$ cat src/rtl/ifu_fetch.sv
// ifu_fetch: single-outstanding instruction fetch stage with PC ownership, redirect/kill and decode handshake
module ifu_fetch #(
  parameter int XLEN = 64,
  parameter logic [XLEN-1:0] RESET_PC = XLEN'(64'h8000_0000)
) (
  input  logic            clk,
  input  logic            rst_n,
  output logic            imem_req_valid,
  input  logic            imem_req_ready,
  output logic [XLEN-1:0] imem_req_addr,
  input  logic            imem_resp_valid,
  input  logic [31:0]     imem_resp_data,
  input  logic            imem_resp_err,
  input  logic            redirect_valid,
  input  logic [XLEN-1:0] redirect_pc,
  output logic            inst_valid,
  input  logic            inst_ready,
  output logic [31:0]     inst,
  output logic [XLEN-1:0] inst_pc,
  output logic [6:0]      opcode,
  output logic [2:0]      funct3,
  output logic [6:0]      funct7,
  output logic            inst_fault
);
  localparam logic [1:0] BOOT = 2'd0;
  localparam logic [1:0] REQ  = 2'd1;
  localparam logic [1:0] WAIT = 2'd2;
  localparam logic [1:0] HOLD = 2'd3;
  logic [1:0]      r_state;
  logic [XLEN-1:0] r_pc;
  logic [XLEN-1:0] r_req_addr;
  logic            r_kill;
  logic [31:0]     r_inst;
  logic [XLEN-1:0] r_inst_pc;
  logic            r_fault;
  logic [XLEN-1:0] w_tgt;
  logic [XLEN-1:0] w_boot_pc;
  logic [XLEN-1:0] w_hold_pc;
  logic [XLEN-1:0] w_wait_pc;
  assign w_tgt          = redirect_pc & ~XLEN'(3);
  assign w_boot_pc      = redirect_valid ? w_tgt : r_pc;
  assign w_hold_pc      = redirect_valid ? w_tgt : r_inst_pc + XLEN'(4);
  assign w_wait_pc      = redirect_valid ? w_tgt : r_pc;
  assign imem_req_valid = r_state == REQ;
  assign imem_req_addr  = r_req_addr;
  assign inst_valid     = r_state == HOLD;
  assign inst           = r_inst;
  assign inst_pc        = r_inst_pc;
  assign inst_fault     = r_fault;
  assign opcode         = r_inst[6:0];
  assign funct3         = r_inst[14:12];
  assign funct7         = r_inst[31:25];
  always_ff @(posedge clk or negedge rst_n) begin
    if (!rst_n) begin
      r_state    <= BOOT;
      r_pc       <= RESET_PC;
      r_req_addr <= RESET_PC;
      r_kill     <= 1'b0;
      r_inst     <= 32'h0;
      r_inst_pc  <= RESET_PC;
      r_fault    <= 1'b0;
    end else begin
      case (r_state)
        BOOT: begin
          r_pc       <= w_boot_pc;
          r_req_addr <= w_boot_pc;
          r_state    <= REQ;
        end
        REQ: begin
          if (redirect_valid) begin
            r_pc   <= w_tgt;
            r_kill <= 1'b1;
          end
          if (imem_req_ready) r_state <= WAIT;
        end
        WAIT: begin
          // a same-cycle redirect or a pending kill both turn the response into a refetch
          if (imem_resp_valid && (redirect_valid || r_kill)) begin
            r_kill     <= 1'b0;
            r_pc       <= w_wait_pc;
            r_req_addr <= w_wait_pc;
            r_state    <= REQ;
          end else if (imem_resp_valid) begin
            r_inst    <= imem_resp_err ? 32'h0 : imem_resp_data;
            r_inst_pc <= r_req_addr;
            r_fault   <= imem_resp_err;
            r_state   <= HOLD;
          end else if (redirect_valid) begin
            r_pc   <= w_tgt;
            r_kill <= 1'b1;
          end
        end
        default: begin
          if (redirect_valid || inst_ready) begin
            r_pc       <= w_hold_pc;
            r_req_addr <= w_hold_pc;
            r_state    <= REQ;
          end
        end
      endcase
    end
  end
endmodule

$ cat config.mk
export PLATFORM = sky130hd
export DESIGN_NAME = ifu_fetch
export DESIGN_NICKNAME = d
export VERILOG_FILES = /design/src/rtl/ifu_fetch.sv
export SDC_FILE = /design/constraint.sdc
export NUM_CORES = 1
export LEC_CHECK = 0
export ABC_AREA = 0
export CORE_MARGIN = 3
export CORE_UTILIZATION = 40
export DETAILED_ROUTE_END_ITERATION = 16
export PLACE_DENSITY = 0.79
export SLEW_MARGIN = 20
export SYNTH_ARGS = -nofsm -noshare
export SYNTH_HDL_FRONTEND = slang
export SYNTH_SLANG_ARGS = --single-unit
$ cat constraint.sdc
create_clock -name clk -period 2.8 [get_ports clk]
set_clock_uncertainty 0.05 [all_clocks]
set_input_delay 0.42 -clock clk [delete_from_list [all_inputs] [get_ports clk]]
set_output_delay 0.42 -clock clk [all_outputs]
set_load 0.01 [all_outputs]
* After elaboration in Yosys (flattened, before gate mapping) *
Index checks and enable logic that the tools add are counted.
Widths: inputs -> output; s select.

cells by class
  add/sub/neg operators = 1
  eq/ne operators = 7
  mux-type cells = 18
  bitwise gates (word level) = 2
  reductions and logical operators = 14

operators by type and width
  kind                   number
  $mux 64                6
  $pmux 64 s3            1
  $pmux 64 s2            1
  $add 64x3->64 const B  1
  $mux 32                1
  $reduce_and 3->1       3
  $mux 2                 4
  $ne 3x3->1 const B     2
  $pmux 2 s3             1
  $reduce_bool 3->1      2
  $eq 2x2->1 const B     2
  $reduce_and 2->1       2
  $reduce_bool 4->1      1
  $mux 1                 3
  $eq 2x1->1 const B     1
  $logic_not 2->1        1
  $logic_or 1x1->1       2
  $ne 2x1->1 const B     1
  $ne 2x2->1 const B     1
  $not 1->1              2
  $pmux 1 s2             1
  $reduce_bool 2->1      1
  $reduce_or 2->1        1
  $logic_and 1x1->1      1

storage, ports and cells
  bits in registers = 228
  input bits = 103
  output and inout bits = 180

* Longest topological paths before layout *
Gate-level depths: netlist of run 1.

  word-level depth = 4
  depth in mapped cells = 12
  gate-level depth less buffers = 8

* Worst setup path after synthesis of run 1 *
Ideal clock, no wire load.

  path type = reg2reg
  start = reg r_state[0]
  end = reg r_req_addr[11], in the netlist imem_req_addr[11]
  arrival = 2.127 ns
  required time = 2.631 ns
  slack = 0.505 ns
  stages on the path, launching flop included = 12
  buffers on the path = 5
  clock period less this slack = 2.295 ns
  cells stage by stage = dfrtp_1 -> inv_1 -> ha_1 -> buf_2 -> or3_1 -> clkbuf_1 -> nor2_1 -> nor2b_1 -> clkbuf_1 -> buf_2 -> buf_2 -> o21a_1

between the ends
  word-level cells in the longest chain between the ends = 3
  elaborated cells between the ends (all ways) = 8
  those cells by class = eq/ne (3); mux (1); bitwise (1); reduce/logical (3)

RTL lines
  element                                              line  source
  start, declared                                      29    logic [1:0] r_state;
  start signal, assigned                               55    r_state <= BOOT;
  start signal, assigned                               67    r_state <= REQ;
  start signal, assigned                               74    if (imem_req_ready) r_state <= WAIT;
  $eq 2x2->1 (tied with other cells)                   63    case (r_state)
  $ne 2x2->1 (no source line) (tied with other cells)  --
  $reduce_and 3->1 (no source line)                    --
  end signal, assigned                                 66    r_req_addr <= w_boot_pc;
  end signal, assigned                                 81    r_req_addr <= w_wait_pc;
  end signal, assigned                                 96    r_req_addr <= w_hold_pc;
  end, declared                                        31    logic [XLEN-1:0] r_req_addr;

Parallel ways exist; a longest one is shown, timed or not.
A chain may end at the register's enable or synchronous reset.

* Final worst setup path of run 1 *
  start = reg r_inst_pc[3], in the netlist inst_pc[3]
  end = reg r_req_addr[60], in the netlist imem_req_addr[60]

between the ends
  word-level cells in the longest chain between the ends = 4

RTL lines
  element                 line  source
  start, declared         34    logic [XLEN-1:0] r_inst_pc;
  start signal, assigned  85    r_inst_pc <= r_req_addr;
  $add 64x3->64           42    assign w_hold_pc = redirect_valid ? w_tgt : r_inst_pc + XLEN'(4);
  $mux 64                 42
  $mux 64                 94    if (redirect_valid || inst_ready) begin
  $pmux 64 s3             63

No other way between the ends. The select of a mux whose other input is x is not followed.

==> results.json, run 1 <==
{
  "maxCapViolations": 0,
  "arrival_ns": 2.95,
  "antenna_found_initial": 3,
  "synthesis.area_um2": 11790,
  "drc_errors": 0,
  "start_util": 0.4087,
  "yosysTopAreaCellShare": 0.4774,
  "ctsLongestPathBuffers": 3,
  "clock.fmax_mhz": 389.0,
  "synth_top_cell_by_area": "dfrtp_1",
  "path_cells": "ha_1 > nand3_1 > or3_4 > nor4b_4 > nand4_1 > xor2_1 > a221oi_2",
  "crit_path_end_kind": "flop",
  "hold_violations": 0,
  "grt_pass1_vias": 11420,
  "synth_cell_types": 63,
  "rows": 62,
  "clkTransAtPathRegs_ns": 0.06,
  "synth_edf_count": 0,
  "clk_latency_ns": 0.53,
  "final-setup-viol-count": 0,
  "io_buffers": 280,
  "synth_common_cells": "344 x nand2_1, 225 x dfrtp_1, 92 x o21ai_0",
  "worst_hold_slack_ns": 0.1921,
  "ys_ff_latch": 228,
  "cpPeakStageDelay_ns": 0.50,
  "cts_tree": "yes",
  "tightestPinTransition_ns": 0.9383,
  "die_h_um": 177.7,
  "coreArea_um2": 28860,
  "drt-pass1-iter-count": 5,
  "routed_wirelength_mm": 41.35,
  "met3_usage": 0.05199,
  "grt_setup_unrepaired": "no",
  "tns_ns": 0,
  "r2r_end": "imem_req_addr[60]",
  "post-route-period-util": 0.9181,
  "grt-busiest-layer": "met2",
  "cts_buffers": 26,
  "syn_nets": 1462,
  "ys.flop_type": "dfrtp_1",
  "grt_pass1_wl_mm": 64.26,
  "fin_nets": 1724,
  "dp_hpwl_mm": 28.41,
  "min_path_type": "in -> reg",
  "drv_slew": 0,
  "wire_per_inst_um": 20.47,
  "drtIter0Drc": 1240,
  "io_pins": 283,
  "peakVddDrop_v": 0.0005170,
  "synthMostInstantiatedCell": "nand2_1",
  "drive_gt1_frac": 0.08935,
  "vias": 11710,
  "track_usage": 0.2561,
  "p_per_area_nw_per_um2": 982.6,
  "grt.met1_usage": 0.3360,
  "reg2reg_slack_ns": 0.23,
  "die_w_um": 177.7,
  "worst_path_max_delay_cell": "nor4b_4",
  "worstPathRequired_ns": 3.18,
  "worst-path-stages": 7,
  "drtAntennaViolNets": 0,
  "cts.sinks": 228,
  "cp_num_buf_inv": 0,
  "path_max_fanout": 5,
  "period_minus_slack_ns": 2.571,
  "worstHoldStart": "redirect_valid",
  "ff2ff_path_depth": 7,
  "grt_overflow": 0,
  "reg2reg_from": "inst_pc[3]",
  "ctsHtreeMaxLevel": 1,
  "synth_cells": 1353,
  "crit_end": "imem_req_addr[60]",
  "grt_use_met2": 0.4127,
  "startpoint": "inst_pc[3]",
  "leakagePower_nw": 6.980,
  "viasPerCell": 5.799,
  "root_buffer": "clkbuf_16",
  "postSynthAreaPerCell_um2": 8.717,
  "grt_start_max_net_pins": 102,
  "status": "finished, final reports clean",
  "syn_to_final_growth_pct": 36.71,
  "die_area_um2": 31580,
  "yosysSeqAreaShare": 0.4841,
  "maxSlewHeadroom": 0.3725,
  "place_congestion": 0.9239,
  "netlist_top_cells_area": "dfrtp_1 48%, nand2_1 11%, o21ai_0 3.9%, nor2_1 2.5%, a21oi_1 2.5%",
  "cpLargestDelayFamily": "simple AND/OR/NAND/NOR gates",
  "timing.setup.critical_path_class": "reg -> reg",
  "async_flop_share": 1.000,
  "crit_path_start_kind": "flop",
  "yosysWarnings": 0
}
==> cell usage in the layout, fill, tap and decap left out, types with 6 or more instances in the layout <==
cell             instances
a211oi_1                12
a21oi_1                 58
a221oi_1                22
a22oi_1                 16
a31oi_1                 11
and3_1                  32
and4_1                   6
buf_12                   7
buf_4                   57
clkbuf_1                 6
clkbuf_16               27
clkbuf_8                 6
clkdlybuf4s50_1        278
dfrtp_1                225
ha_1                     6
inv_1                   12
nand2_1                344
nand2b_1                13
nand3_1                 36
nand3b_1                32
nand4_1                 11
nor2_1                  78
nor3_1                  25
o211ai_1                14
o21ai_0                 92
o21ai_1                  6
o22ai_1                 40
or3_1                    8
xnor2_1                 31
xor2_1                  20
==> power breakdown <==
group / switching [W] / internal (W) / total (W)
clock network: 0.00136 / 0.00219 / 0.00355
registers: 0.00117 / 0.00443 / 0.00560
logic: 0.00348 / 0.00321 / 0.00669
==> layer usage <==
metal | part of all wire | wire length (um) | vias up
met4 | 0.042 | 1717 | 2
met3 | 0.099 | 4086 | 125
met2 | 0.46 | 19210 | 684
met5 | 0.00017 | 7 | -
li1 | - | - | 5255
met1 | 0.39 | 16320 | 5648
==> area by class of cell <==
cell class | instances | area (um2)
Sequential cell | 228 | 5709
Fill cell | 2515 | 12730
Clock inverter | 8 | 118.9
Tap cell | 384 | 480.5
Antenna cell | 2 | 5.005
Inverter | 13 | 48.80
Clock buffer | 39 | 780.7
Timing Repair Buffer | 344 | 3376
Multi-Input combinational cell | 1002 | 5604
==> worst min-delay path by stage <==
stage                  endpoint  cells past startpoint
2_1_floorplan  imem_req_addr[0]                      0
3_3_place_gp   imem_req_addr[3]                      1
3_5_place_dp   imem_req_addr[3]                      1
4_1_cts                  r_kill                      3
5_1_grt                  r_kill                      3
6_report                 r_kill                      3
==> worst min-delay path, cell delays in order <==
cell	delay, ns
buf_4	0.15
o21ai_0	0.09
a22oi_1	0.07
==> state kept, by name, indices dropped and copies added, names as in the netlist <==
| register | flops |
|---|---|
| imem_req_addr | 64 |
| inst_pc | 64 |
| r_pc | 64 |
| inst | 32 |
| r_state | 2 |
| inst_fault | 1 |
| r_kill | 1 |
==> kinds of logic (layout without fill, tap and decap cells) <==
logic type               Yosys count  in the layout  share of synthesized area
adder cells (fa/ha/maj)            6              6                   0.006365
XOR/XNOR                          51             51                    0.03787
other                              0              2                          0
multiplexers                       2              2                   0.001698
AND/OR/NAND/NOR                  629            629                     0.2550
flip-flops                       228            228                     0.4841
buffers and inverters            123            404                    0.04541
AO/OA/AOI/OAI                    314            314                     0.1695
==> through the flow <==
| step | total power [W] | instance area, um2 | utilization | std cells | setup WS (ns) |
|---|---|---|---|---|---|
| CTS | 0.01585 | 16110 | 0.5583 | 2018 | 0.09874 |
| global route | 0.01675 | 16120 | 0.5587 | 2020 | 0.06611 |
| finish | 0.01584 | 16120 | 0.5587 | 2020 | 0.2294 |
| floorplan | 0.008615 | 11790 | - | 1353 | 0.5046 |
| detailed placement | 0.01221 | 15200 | 0.5268 | 1970 | 0.1369 |
| global placement | 0.01198 | 15200 | 0.5268 | 1970 | 0.2554 |
==> what timing repair did <==
item	4_1_cts	5_1_grt
hold buffers	1	0
resized for setup	0	2
setup buffers	0	0
hold endpoints to repair	49	0
setup endpoints to repair	0	6
No activity file was read; power rests on OpenSTA's default activity.
==> inputs of run 2 (changes only) <==
--- a/constraint.sdc
+++ b/constraint.sdc
@@ -3,3 +3,3 @@
 set_input_delay 0.42 -clock clk [delete_from_list [all_inputs] [get_ports clk]]
 set_output_delay 0.42 -clock clk [all_outputs]
-set_load 0.01 [all_outputs]
+set_load 0.1 [all_outputs]
==> run 2 against run 1 <==
  * Sequential share of layout area up 1.3 points
  * Die area unchanged
  * Maximum frequency down 0.30%
  * Cell area down 3.5%
  * Power up 35%
  * Routed wire length down 0.75%
  * Non-clock buffer count down 6
  * Flip-flop and latch count unchanged
  * Hold slack worse by 0.019 ns
  * Final cell count down 0.50%
  * Largest power group unchanged
==> results.json, run 2 (synthesis results as in run 1) <==
{
  "fin_ws_ns": 0.2216,
  "cts_tree": "yes",
  "fillers": 2617,
  "p_switching_w": 0.01224,
  "swShare": 0.5705,
  "io_pins": 283,
  "wire_per_inst_um": 20.41,
  "crit_path_end_kind": "flop",
  "grt_pass1_wl_mm": 63.76,
  "start_util": 0.4087,
  "final-setup-viol-count": 0,
  "antenna_found_initial": 1,
  "syn_to_final_growth_pct": 31.96,
  "internal-power_w": 0.009218,
  "drtAntennaViolNets": 0,
  "clk_latency_ns": 0.53,
  "peakVddDrop_v": 0.001045,
  "leakagePower_nw": 7.185,
  "drc_errors": 0,
  "maxCapViolations": 0,
  "pwr-share-comb": 0.585,
  "min_path_type": "in -> reg",
  "grt_setup_unrepaired": "no",
  "path_max_fanout": 12,
  "vias": 11590,
  "io_buffers": 280,
  "cts_buffers": 25,
  "dp_slack_ns": 0.1159,
  "ctsHtreeMaxLevel": 1,
  "die_area_um2": 31580,
  "worstPathRequired_ns": 3.15,
  "final_cell_mix": "344 x nand2_1, 228 x buf_4, 219 x dfrtp_1, 98 x clkdlybuf4s50_1, 92 x o21ai_0",
  "die_w_um": 177.7,
  "clock.fmax_mhz": 387.8,
  "period_minus_slack_ns": 2.578,
  "viasPerCell": 5.766,
  "die_h_um": 177.7,
  "grt_overflow": 0,
  "routed_wirelength_mm": 41.03,
  "maxSlewHeadroom": 0.3977,
  "arrival_ns": 2.93,
  "coreArea_um2": 28860,
  "track_usage": 0.2538,
  "p_per_area_nw_per_um2": 1379,
  "post-route-period-util": 0.9209,
  "cts.sinks": 228,
  "place_congestion": 0.9164,
  "drive_gt1_frac": 0.1975,
  "area.sequential_um2": 5717,
  "grt_pass1_vias": 11210,
  "hold_violations": 0,
  "grt_start_max_net_pins": 102,
  "final_cells": 2010,
  "seqPwrFrac": 0.261,
  "drtIter0Drc": 1159,
  "dp.cells": 1964,
  "pwr-share-clk": 0.154,
  "status": "finished, final reports clean",
  "fin_nets": 1717,
  "power_w": 0.02146,
  "fin_util": 0.5393,
  "tightestPinTransition_ns": 0.9007,
  "ctsLongestPathBuffers": 3,
  "rows": 62,
  "drv_slew": 0,
  "root_buffer": "clkbuf_16",
  "mostFrequentLayoutCell": "nand2_1",
  "reg2reg_slack_ns": 0.22,
  "drt-pass1-iter-count": 6,
  "multiInputGateArea_um2": 5602,
  "dp_hpwl_mm": 28.58,
  "clkTransAtPathRegs_ns": 0.07,
  "timing.setup.critical_path_class": "reg -> reg",
  "crit_path_start_kind": "flop"
}
run 2: repair_timing:
| item | CTS | global route |
|---|---|---|
| setup endpoints to repair | 0 | 7 |
| hold buffers | 1 | 0 |
| setup buffers | 0 | 0 |
| gates resized for setup | 0 | 2 |
| hold endpoints to repair | 57 | 0 |
run 2: cell type report:
class / count / share of cell area
Sequential cell: 228 / 0.3673
Multi-Input combinational cell: 1002 / 0.3599
Clock buffer: 38 / 0.04655
Tap cell: 384 / 0.03087
Timing Repair Buffer: 338 / 0.1869
Inverter: 13 / 0.003135
Clock inverter: 6 / 0.005145
Antenna cell: 1 / 0.0001608
run 2: worst paths after layout:
| path | from | endpoint | cells after the start |
|---|---|---|---|
| worst min-delay path | redirect_valid | r_pc[12] | 2 |
| max in group asynchronous | rst_n | inst[4] | 3 |
| worst max register to register | r_state[0] | r_pc[61] | 8 |
| worst min register to register | inst[16] | inst[16] | 2 |
| worst max-delay path | r_state[0] | r_pc[61] | 8 |
| min in group asynchronous | rst_n | r_pc[2] | 2 |
run 2: stage by stage:
stage	setup TNS, ns	cell area, um2	hold WS [ns]
finish	0	15560	0.1728
CTS	0	15550	0.1616
global route	0	15560	0.1807
detailed placement	0	14740	0.3565
floorplan	-0.004570	11800	0.07441
global placement	0	14740	0.3505
run 2: routing by layer:
metal  vias to the layer above  GRT usage  wire length, um
li1                       5240          -                -
met2                       600     0.4116            19300
met1                      5670     0.3496            16860
met4                         0    0.07690             1183
met5                         -          0                0
met3                        80    0.04193             3690
run 2: critical path, cell delays in order, from the launching register on:
cell	delay (ns)
dfrtp_1	0.43
inv_1	0.10
ha_1	0.33
nor4bb_4	0.23
a21oi_4	0.23
nand3_1	0.45
buf_4	0.37
nor3_1	0.20
nor2_1	0.07
run 2: power groups by stage:
| stage | clock network [W] | registers, W | logic (W) |
|---|---|---|---|
| 6_report | 0.00329 | 0.00561 | 0.0126 |
| 5_1_grt | 0.00348 | 0.00576 | 0.0131 |
| 4_1_cts | 0.00334 | 0.00558 | 0.0125 |
| 3_5_place_dp | 0 | 0.00562 | 0.0125 |
| 3_3_place_gp | 0 | 0.00557 | 0.0123 |
| 2_1_floorplan | 0 | 0.0113 | 0.00346 |
